`src/rtl/riscv_isa_pkg.sv`:
```
// Shared RV64I encoding constants, the descriptor kind enum and the loader FSM state type.
// Used by the encoder/loader and by the Control opcode decoder.
package riscv_isa_pkg;

  localparam logic [6:0] OPC_R   = 7'b0110011;
  localparam logic [6:0] OPC_IMM = 7'b0010011;
  localparam logic [6:0] OPC_LD  = 7'b0000011;
  localparam logic [6:0] OPC_SD  = 7'b0100011;
  localparam logic [6:0] OPC_BEQ = 7'b1100011;

  localparam logic [2:0] F3_DWORD = 3'b011;
  localparam logic [2:0] F3_BEQ   = 3'b000;

  typedef enum logic [2:0] {
    K_R   = 3'd0,
    K_IMM = 3'd1,
    K_LD  = 3'd2,
    K_SD  = 3'd3,
    K_BEQ = 3'd4,
    K_END = 3'd7
  } kind_e;

  typedef enum logic [1:0] {
    S_IDLE,
    S_LOAD,
    S_DONE
  } state_e;

  // A 13-bit immediate fits in 12 signed bits when its top two bits agree.
  function automatic logic imm12_fits(input logic [12:0] imm);
    return imm[12] == imm[11];
  endfunction

endpackage

```
`src/rtl/instr_pack.sv`:
```
// Combinational packer: descriptor fields -> 32-bit RV64I word, reject and END flags.
// Ports: kind/funct3/funct7/rd/rs1/rs2/imm in; word_o, reject_o, end_o out.
module instr_pack
  import riscv_isa_pkg::*;
(
  input  logic [2:0]  kind_i,
  input  logic [2:0]  funct3_i,
  input  logic [6:0]  funct7_i,
  input  logic [4:0]  rd_i,
  input  logic [4:0]  rs1_i,
  input  logic [4:0]  rs2_i,
  input  logic [12:0] imm_i,
  output logic [31:0] word_o,
  output logic        reject_o,
  output logic        end_o
);

  always_comb begin
    word_o   = '0;
    reject_o = 1'b0;
    end_o    = 1'b0;
    unique case (1'b1)
      kind_i == K_R: begin
        word_o = {funct7_i, rs2_i, rs1_i,
                  funct3_i, rd_i, OPC_R};
      end
      kind_i == K_IMM: begin
        word_o   = {imm_i[11:0], rs1_i,
                    funct3_i, rd_i, OPC_IMM};
        reject_o = !imm12_fits(imm_i);
      end
      kind_i == K_LD: begin
        word_o   = {imm_i[11:0], rs1_i,
                    F3_DWORD, rd_i, OPC_LD};
        reject_o = !imm12_fits(imm_i);
      end
      kind_i == K_SD: begin
        word_o   = {imm_i[11:5], rs2_i, rs1_i,
                    F3_DWORD, imm_i[4:0], OPC_SD};
        reject_o = !imm12_fits(imm_i);
      end
      kind_i == K_BEQ: begin
        word_o   = {imm_i[12], imm_i[10:5],
                    rs2_i, rs1_i, F3_BEQ,
                    imm_i[4:1], imm_i[11],
                    OPC_BEQ};
        // Branch offsets must be halfword aligned.
        reject_o = imm_i[0];
      end
      kind_i == K_END: begin
        end_o = 1'b1;
      end
      default: begin
        reject_o = 1'b1;
      end
    endcase
  end

endmodule

```
`src/rtl/instr_encoder_loader.sv`:
```
// Packs symbolic descriptors into RV64I words and streams them into IMEM.
// Ports: start, valid/ready descriptor in; imem_we/addr/wdata out; word_count, busy, done, err.
module instr_encoder_loader
  import riscv_isa_pkg::*;
#(
  parameter int IMEM_AW = 8
) (
  input  logic               clk,
  input  logic               rst_n,
  input  logic               start,
  input  logic               in_valid,
  output logic               in_ready,
  input  logic [2:0]         in_kind,
  input  logic [2:0]         in_funct3,
  input  logic [6:0]         in_funct7,
  input  logic [4:0]         in_rd,
  input  logic [4:0]         in_rs1,
  input  logic [4:0]         in_rs2,
  input  logic [12:0]        in_imm,
  output logic               imem_we,
  output logic [IMEM_AW-1:0] imem_addr,
  output logic [31:0]        imem_wdata,
  output logic [IMEM_AW:0]   word_count,
  output logic               busy,
  output logic               done,
  output logic               err
);

  localparam int DEPTH = 2 ** IMEM_AW;
  localparam logic [IMEM_AW:0] DEPTH_W =
    (IMEM_AW + 1)'(DEPTH);
  localparam logic [IMEM_AW:0] LAST_W =
    (IMEM_AW + 1)'(DEPTH - 1);

  state_e              state_q, state_d;
  logic [IMEM_AW:0]    ptr_q, ptr_d;
  logic [IMEM_AW:0]    cnt_q, cnt_d;
  logic                we_q, we_d;
  logic [IMEM_AW-1:0]  addr_q, addr_d;
  logic [31:0]         wdata_q, wdata_d;
  logic                err_q, err_d;

  logic [31:0] word;
  logic        reject;
  logic        is_end;
  logic        accept;

  instr_pack u_pack (
    .kind_i   (in_kind),
    .funct3_i (in_funct3),
    .funct7_i (in_funct7),
    .rd_i     (in_rd),
    .rs1_i    (in_rs1),
    .rs2_i    (in_rs2),
    .imm_i    (in_imm),
    .word_o   (word),
    .reject_o (reject),
    .end_o    (is_end)
  );

  // ptr_q always equals word_count plus the pending write,
  // so it doubles as the occupancy seen by in_ready.
  assign in_ready = (state_q == S_LOAD) && (ptr_q < DEPTH_W);
  assign accept   = in_valid && in_ready;

  always_comb begin
    state_d = state_q;
    ptr_d   = ptr_q;
    cnt_d   = cnt_q;
    we_d    = 1'b0;
    addr_d  = addr_q;
    wdata_d = wdata_q;
    err_d   = err_q;

    // The write issued this cycle retires at the coming edge.
    if (we_q) begin
      cnt_d = cnt_q + 1'b1;
    end

    unique case (state_q)
      S_IDLE, S_DONE: begin
        if (start) begin
          state_d = S_LOAD;
          ptr_d   = '0;
          cnt_d   = '0;
          err_d   = 1'b0;
        end
      end
      S_LOAD: begin
        if (accept) begin
          if (reject) begin
            err_d = 1'b1;
          end else if (is_end) begin
            state_d = S_DONE;
          end else begin
            we_d    = 1'b1;
            addr_d  = ptr_q[IMEM_AW-1:0];
            wdata_d = word;
            ptr_d   = ptr_q + 1'b1;
            if (ptr_q == LAST_W) begin
              state_d = S_DONE;
            end
          end
        end
      end
      default: begin
        state_d = S_IDLE;
      end
    endcase
  end

  always_ff @(posedge clk or negedge rst_n) begin
    if (!rst_n) begin
      state_q <= S_IDLE;
      ptr_q   <= '0;
      cnt_q   <= '0;
      we_q    <= 1'b0;
      addr_q  <= '0;
      wdata_q <= '0;
      err_q   <= 1'b0;
    end else begin
      state_q <= state_d;
      ptr_q   <= ptr_d;
      cnt_q   <= cnt_d;
      we_q    <= we_d;
      addr_q  <= addr_d;
      wdata_q <= wdata_d;
      err_q   <= err_d;
    end
  end

  assign imem_we    = we_q;
  assign imem_addr  = addr_q;
  assign imem_wdata = wdata_q;
  assign word_count = cnt_q;
  assign busy       = (state_q == S_LOAD);
  assign done       = (state_q == S_DONE);
  assign err        = err_q;

endmodule

```
`config.mk`:
```
export PLATFORM = sky130hd
export DESIGN_NAME = instr_encoder_loader
export DESIGN_NICKNAME = d
export VERILOG_FILES = /design/src/rtl/riscv_isa_pkg.sv /design/src/rtl/instr_pack.sv /design/src/rtl/instr_encoder_loader.sv
export SDC_FILE = /design/constraint.sdc
export NUM_CORES = 1
export LEC_CHECK = 0
export CORE_MARGIN = 5
export CORE_UTILIZATION = 45
export CTS_CLUSTER_SIZE = 10
export DETAILED_ROUTE_END_ITERATION = 8
export PLACE_DENSITY = 0.79
export REMOVE_ABC_BUFFERS = 1
export SLEW_MARGIN = 20
export SYNTH_ARGS = -nofsm -noshare
export SYNTH_HDL_FRONTEND = slang
export SYNTH_SLANG_ARGS = --single-unit
```
`constraint.sdc`:
```
create_clock -name clk -period 2.5 [get_ports clk]
set_input_delay 0.5 -clock clk [delete_from_list [all_inputs] [get_ports clk]]
set_output_delay 0.5 -clock clk [all_outputs]
set_load 0.005 [all_outputs]
```
==> results of run 1 <==
layout make-up:
class                      instances  area, sq um  share of cell area
sequential                        59         1480               0.337
clock buffer                      12          165              0.0377
clock inverter                     4         47.5              0.0109
timing repair buffer             118         1130               0.259
tap                               80          100              0.0229
multi-input combinational        172         1430               0.326
inverter                           7         26.3             0.00600
synthesized netlist by cell type, types with 4 or more instances:
library cell	instances	area share
mux2_4	30	0.15
nand4_1	4	0.0082
a211oi_1	5	0.012
mux2_2	8	0.030
buf_6	5	0.019
nor2_1	21	0.026
nand3_1	4	0.0066
mux2i_1	8	0.026
nand2b_1	7	0.014
nand2_1	13	0.016
dfrtp_1	59	0.49
o21ai_0	7	0.012
a21oi_1	7	0.012
xor2_1	5	0.014
clkbuf_1	5	0.0062
a22o_1	12	0.035
inv_1	6	0.0074
how the worst min path moves through the flow:
| stage | slack [ns] | endpoint | depth (start not counted) |
|---|---|---|---|
| finish | 0.19 | ptr_q[1] | 1 |
| global placement | 0.48 | imem_wdata[9] | 1 |
| global route | 0.25 | ptr_q[1] | 1 |
| CTS | 0.20 | state_q[1] | 1 |
| detailed placement | 0.49 | imem_wdata[8] | 1 |
| floorplan | 0.20 | err | 0 |
stage by stage:
step / setup WS, ns / util / total power, W / TNS [ns]
detailed placement: -0.0319 / 0.623 / 0.00297 / -0.328
CTS: 0.200 / 0.655 / 0.00391 / 0
global placement: 0.0271 / 0.623 / 0.00292 / 0
finish: 0.212 / 0.655 / 0.00387 / 0
floorplan: -0.943 / - / 0.00208 / -34.27
global route: 0.0740 / 0.655 / 0.00409 / 0
kinds of logic after synthesis:
family / after synthesis
other: 1
buffers and inverters: 22
flip-flops: 59
AO/OA/AOI/OAI: 43
multiplexers: 49
AND/OR/NAND/NOR: 68
adder cells (fa/ha/maj): 3
XOR/XNOR: 7
state kept, by name, summed over array words and instances, names as in the netlist:
register / cells
imem_we: 1
imem_addr: 8
state_q: 2
err: 1
ptr_q: 9
imem_wdata: 29
word_count: 9
per-layer routing:
layer / up-vias / routed length (um)
li1: 1129 / -
met1: 1147 / 3270
met2: 71 / 3770
met3: 14 / 283
met4: 0 / 150
met5: - / 0
critical path: cells and delay by family (launching register included):
kind / cells / cell delay [ns]
AND/OR/NAND/NOR: 2 / 0.53
flip-flops: 1 / 0.40
buffers and inverters: 1 / 0.52
power by group through the flow:
stage / clock, W / sequential [W] / combinational, W
finish: 0.000919 / 0.00144 / 0.00151
global route: 0.000977 / 0.00148 / 0.00163
CTS: 0.000939 / 0.00144 / 0.00153
detailed placement: 0 / 0.00144 / 0.00152
global placement: 0 / 0.00144 / 0.00149
floorplan: 0 / 0.00144 / 0.000643
==> run summary, run 1 <==
The run finished with clean final reports. The tightest min-delay check is of the in -> async type. The number of fillers in the final layout was 535; the largest driver fanout on the critical path was 9.

The signal on the critical path passes through nand2b_1 > nor2_1 > clkdlybuf4s50_1. The run gives 4 as the number of search-and-repair iterations in the first detailed-routing pass. For this block, the routed nets add up to 7.47 mm of wire. The fraction of synthesis flops using an asynchronous set or reset pin is 1.00. For the worst flop-to-flop path, the logic depth is 5. The area share of fa/ha/maj cells after synthesis is 0.0124, and the post-detailed-placement cell area is 4160 sq um. Largest incremental delay on the critical path: 0.52 ns. The critical path is of the reg -> out type.

After synthesis the netlist holds a flip-flop and latch count of 59. The global-route wire length before repair is 12.4 mm. TritonCTS built the clock tree.

The final period utilization works out to 0.915. The simple-gate share of the synthesized area was 0.117; the initial antenna violation count was 0. The net count of the finished layout is 415, and the minimum clock period after layout is 2.29 ns. The critical path data arrival time was 1.79 ns. The portion of the post-synthesis area used by sequential elements is 0.487. The number of rows in the core area is 30, and the fraction of synthesized cell area in xor and xnor cells is 0.0202. The worst-case IR drop observed on VDD is 0.591 mV.

Summed over all nets, the switching power comes to 0.00110 W. The detail route stage leaves a number of antenna-violating nets equal to 0. The total instance count after detailed placement came out at 436. The complex-gate fraction of the synthesized area is 0.103, and the worst-case headroom to the max-slew limit is 0.564.

Compared with the post-synthesis result, the final layout area differs by 44.3%. For the total count of max-transition violations in the final report, the log shows 0. The master cell of the clock root buffer is clkbuf_8. The synthesized design contains 0 enable-type register cells. Setup violations remaining at the end of the flow were counted as 0.

The number of buffers added by the clock tree synthesis step was 9. The most utilized layer in the global route result is met2. After detailed routing, the number of remaining DRC violations is 0. The top cell types in the final layout, fill and taps aside, are 95 x clkdlybuf4s50_1, 59 x dfrtp_1, 30 x mux2_4. The number of top-level pins is 99, and the number of DRC violations after detailed-routing iteration 0 is 69. The setup clock skew after layout was 0.00345 ns. For the number of vias in the routed layout, the log shows 2,361. The nature of the critical path startpoint was a flip-flop. The cell count after synthesis came out at 252.

The H-tree was split into 3 levels. The clock reaches the later pin of the worst-skew pair after 0.33 ns. The tree built by TritonCTS fans out to 59 sinks.

The total routing resource utilization after global routing came out at 0.184. Met1 demand-to-capacity share in global routing: 0.241. The clock transition at the register clock pins on the worst setup and hold paths after CTS works out to 0.07 ns. After detailed routing, the average wire length per cell comes to 16.5 um. After floorplanning, the core was sized to cover 6680 sq um. The combinational fraction of design power is 0.391, and the buffers inserted during post-CTS setup optimization is 0.

The tools report the endpoint of the lowest-slack register-to-register path as imem_wdata[18]. By area, the combinational part of the netlist is dominated by multiplexers. The clock share of power was 0.238; the number of resized instances in the post-cts repair step was 0.

Internal power comes to 0.00277 W. The starting utilization of the core area came out at 0.454. The logs give 0.904 for the final weighted congestion in routability-driven placement and 0.372 for the power share of the sequential group. The multiplexer fraction of the synthesized cell area is 0.216, and the pin slew with the least headroom to its limit is 0.654 ns. Critical register-to-register path startpoint: state_q[1].

The data required time at the worst endpoint was 2.00 ns; the power per unit of standard cell area was 884 nW/um^2. The global-route congestion overflow total was 0; the upper clock frequency limit was 437 MHz. The width of the die was 92.1 um.

The met2 usage was 0.300; the reg2reg setup slack was 0.62 ns. The most used flip-flop cell after synthesis is dfrtp_1. The switching power share of the total came out at 0.283. The tools report the number of warnings reported in the yosys synthesis log as 0. Tracing the worst setup path back leads to its startpoint at state_q[1]. The run gives 1.94 nW as the leakage power.

Once layout is done, the placed cells without fillers occupy 4380 sq um. The antenna diode count came out at 0. Setup repair after global routing left no endpoint under its margin.

In this run, post-CTS hold repair placed 0 buffers. Post-synthesis average cell area: 12.0 sq um. The slowest library cell on the worst path was clkdlybuf4s50_1. The buffer depth of the longest clock path was 2.

The most critical setup path has its endpoint at in_ready. Total half-perimeter wirelength after legalization and detailed placement: 5.68 mm. The via density per instance works out to 5.22. The proportion of layout cells with a drive suffix above 1 is 0.218. The tool flagged a number of max-cap violations equal to 0.

The logs give 3030 sq um for the post-synthesis cell area and 30 for the maximum number of pins on one net before global-route repair. The run gives 452 as the post-route non-filler standard cell count. The run gives 0 as the count of endpoints failing hold in the final timing report. The critical path capture point type was a primary output. The fraction of met3 tracks used by global routing is 0.0287. For the area enclosed by the die boundary, the log shows 8480 sq um.

The die span in y is 92.1 um, and the final hold slack is 0.192 ns. The number of global-route vias before repair is 2,469, and the total of buffers placed on input and output ports is 96. The leading cell type in the layout, fill and taps excluded is clkdlybuf4s50_1. The number of different library cells used by synthesis comes to 44.
No activity file was read; power rests on OpenSTA's default activity.
==> run 2: changes to the inputs <==
SLEW_MARGIN = 25   (was 20)
==> results of run 2 <==
Same layout as run 1: the final DEF is identical, and so are final timing and power.
==> run 3: changes to the inputs <==
CORE_MARGIN = 2   (was 5)
SETUP_SLACK_MARGIN = 0.15   (was not set)
==> run 3 against run 2 <==
Effect of this change:
- fmax up 4.7%
- setup slack better by 0.10 ns
- final cell count decreased by 1.8%
- first-iteration DRC count grew 17%
- worst hold slack better by 0.15 ns
- critical path depth is the same
- combinational power about the same
==> run summary, run 3 (synthesis gave the netlist of run 1 again) <==
The run finished with clean final reports. Wires add up to 6.98 mm. Setup violations remaining at the end of the flow were counted as 0. The die is 86.1 um wide. The number of sinks on the clock net was 59. The area growth from synthesis to layout is 41.8%. In this run the remaining antenna-violating nets after routing total 0.

CTS built an H-tree with a depth of 3. The tools report the number of global-route vias before repair as 2,363. In this run the standard cell core region covers 6420 sq um. The design draws 0.00367 W. The run gives 0.410 as the combinational fraction of design power. The number of fillers in the final layout was 493. Setup repair after global routing left no endpoint under its margin.

The tools report the net count of the finished layout as 411. Internal cell power: 0.00260 W. Worst-case headroom to the max-slew limit: 0.507. Clock skew on the completed layout was measured at 0.00586 ns. The number of buffers added by the clock tree synthesis step came out at 9. The proportion of layout cells with a drive suffix above 1 came out at 0.210. The worst setup path is of the reg -> out kind.

The critical path data arrival time was 1.69 ns; the switching power share of the total was 0.291. Power spread over the standard cell area amounts to 854 nW/um^2. The clock reaches the later pin of the worst-skew pair after 0.32 ns. The final period utilization was 0.874; the power share of the sequential group was 0.391.

Clock tree synthesis selected as its root buffer the cell clkbuf_8. The leakage power was 1.89 nW. At the pin with the least slew margin, the transition time is 0.739 ns. The initial antenna violation count was 0; the reported net switching power was 0.00107 W. During placement, the flow inserted port buffers numbering 96. Entering global routing, the biggest net connects 60 pins. Class of the worst hold path: in -> async. Dividing the detail-routed wire length by the instance count gives 15.7 um. For the number of DRC violations after detailed-routing iteration 0, the log shows 81.

The leading cell type in the layout, fill and taps excluded was clkdlybuf4s50_1. The nature of the critical path startpoint was a flip-flop. After detailed routing, the number of vias per cell comes to 5.30. The global-route wire length before repair is 11.3 mm, and the total half-perimeter wirelength after legalization and detailed placement is 5.11 mm.

The floorplan has 29 rows. In the layout the commonest cells are 95 x clkdlybuf4s50_1, 59 x dfrtp_1, 30 x mux2_4. The number of antenna diodes in the final layout is 0. At the end of routability-driven placement, the weighted congestion stood at 0.892.

In this run the worst path has a maximum fanout of 9. TritonCTS built the clock tree. The clock passes through at most 2 buffers. The register with the most flip-flops in the layout has 29 of them. The clock share of power is 0.199, and the die span in y is 86.1 um. The logs give 0 for the total count of max-transition violations in the final report and 0 for the global-route congestion overflow total. Before antenna repair, the detailed router went through 4 iterations. After clock tree synthesis, the clock-pin slew on the worst setup and hold paths is 0.06 ns. The combined area of the multi-input logic cells was 1430 sq um; the upper clock frequency limit was 458 MHz.

Starting utilization of the core area: 0.472. The tools report the critical path capture point type as a primary output. Number of vias in the routed layout: 2,352.

Across the run, the number of max-cap violations was 0. The logs give 444 for the post-route non-filler standard cell count and 429 for the total instance count after detailed placement. The die covers 7410 sq um.

The logs give 0.195 for the total routing resource utilization after global routing and 99 for the number of top-level pins. Across the whole layout, storage elements account for 1480 sq um. For this run, design rule violations remaining after detail routing come to 0.

The count of endpoints failing hold in the final timing report was 0; the maximum vdd drop was 0.501 mV. The minimum clock period after layout is 2.19 ns, and the buffers inserted during post-CTS setup optimization is 0. Data on the critical path is required at its endpoint by 2.00 ns.
run 3: routing by layer:
layer,up-vias,global-route usage,part of all wire
met3,6,0.0385,0.044
met2,81,0.309,0.50
li1,1116,-,-
met4,0,0.0895,0.015
met1,1149,0.259,0.44
met5,-,0,0
run 3: power groups by stage:
stage / Sequential (W) / Combinational (W) / Clock [W]
final: 0.00144 / 0.00151 / 0.000729
after global routing: 0.00148 / 0.00162 / 0.000799
after CTS: 0.00144 / 0.00152 / 0.000754
after detailed placement: 0.00144 / 0.00151 / 0
after global placement: 0.00144 / 0.00147 / 0
after floorplan: 0.00144 / 0.000643 / 0
run 3: path summary, 6_finish.rpt:
kind,startpoint,to,slack (ns),cells past startpoint
hold / removal,rst_n,imem_addr[1],0.34,2
max in group asynchronous,rst_n,imem_wdata[26],1.68,2
min in group clk,imem_wdata[1],imem_wdata[1],0.49,1
setup / recovery,state_q[1],in_ready,0.31,3
setup reg to reg,state_q[1],imem_addr[5],0.66,4
hold reg to reg,imem_wdata[1],imem_wdata[1],0.49,1
run 3: critical path, cell delays in order, from the launching register on:
cell,delay (ns)
dfrtp_1,0.40
nand2b_2,0.29
nor2_1,0.15
clkdlybuf4s50_1,0.52
run 3: timing repair:
action	4_1_cts	5_1_grt
hold buffers	0	0
setup endpoints to repair	0	2
resized for setup	0	1
run 3: area by class of cell:
type / count / share of cell area
sequential: 59 / 0.343
multi-input combinational: 172 / 0.333
timing repair buffer: 114 / 0.257
tap: 77 / 0.0224
clock inverter: 5 / 0.00698
inverter: 7 / 0.00611
clock buffer: 10 / 0.0320
run 3: per-stage QoR:
stage	setup WS, ns	TNS (ns)	util	hold WS [ns]	area (sq um)
5_1_grt	0.215	0	0.670	0.381	4300
2_1_floorplan	-0.943	-34.27	-	0.204	2930
6_report	0.314	0	0.670	0.338	4300
3_5_place_dp	-0.00903	-0.0435	0.643	0.478	4130
3_3_place_gp	0.0208	0	0.643	0.477	4130
4_1_cts	0.208	0	0.669	0.350	4300
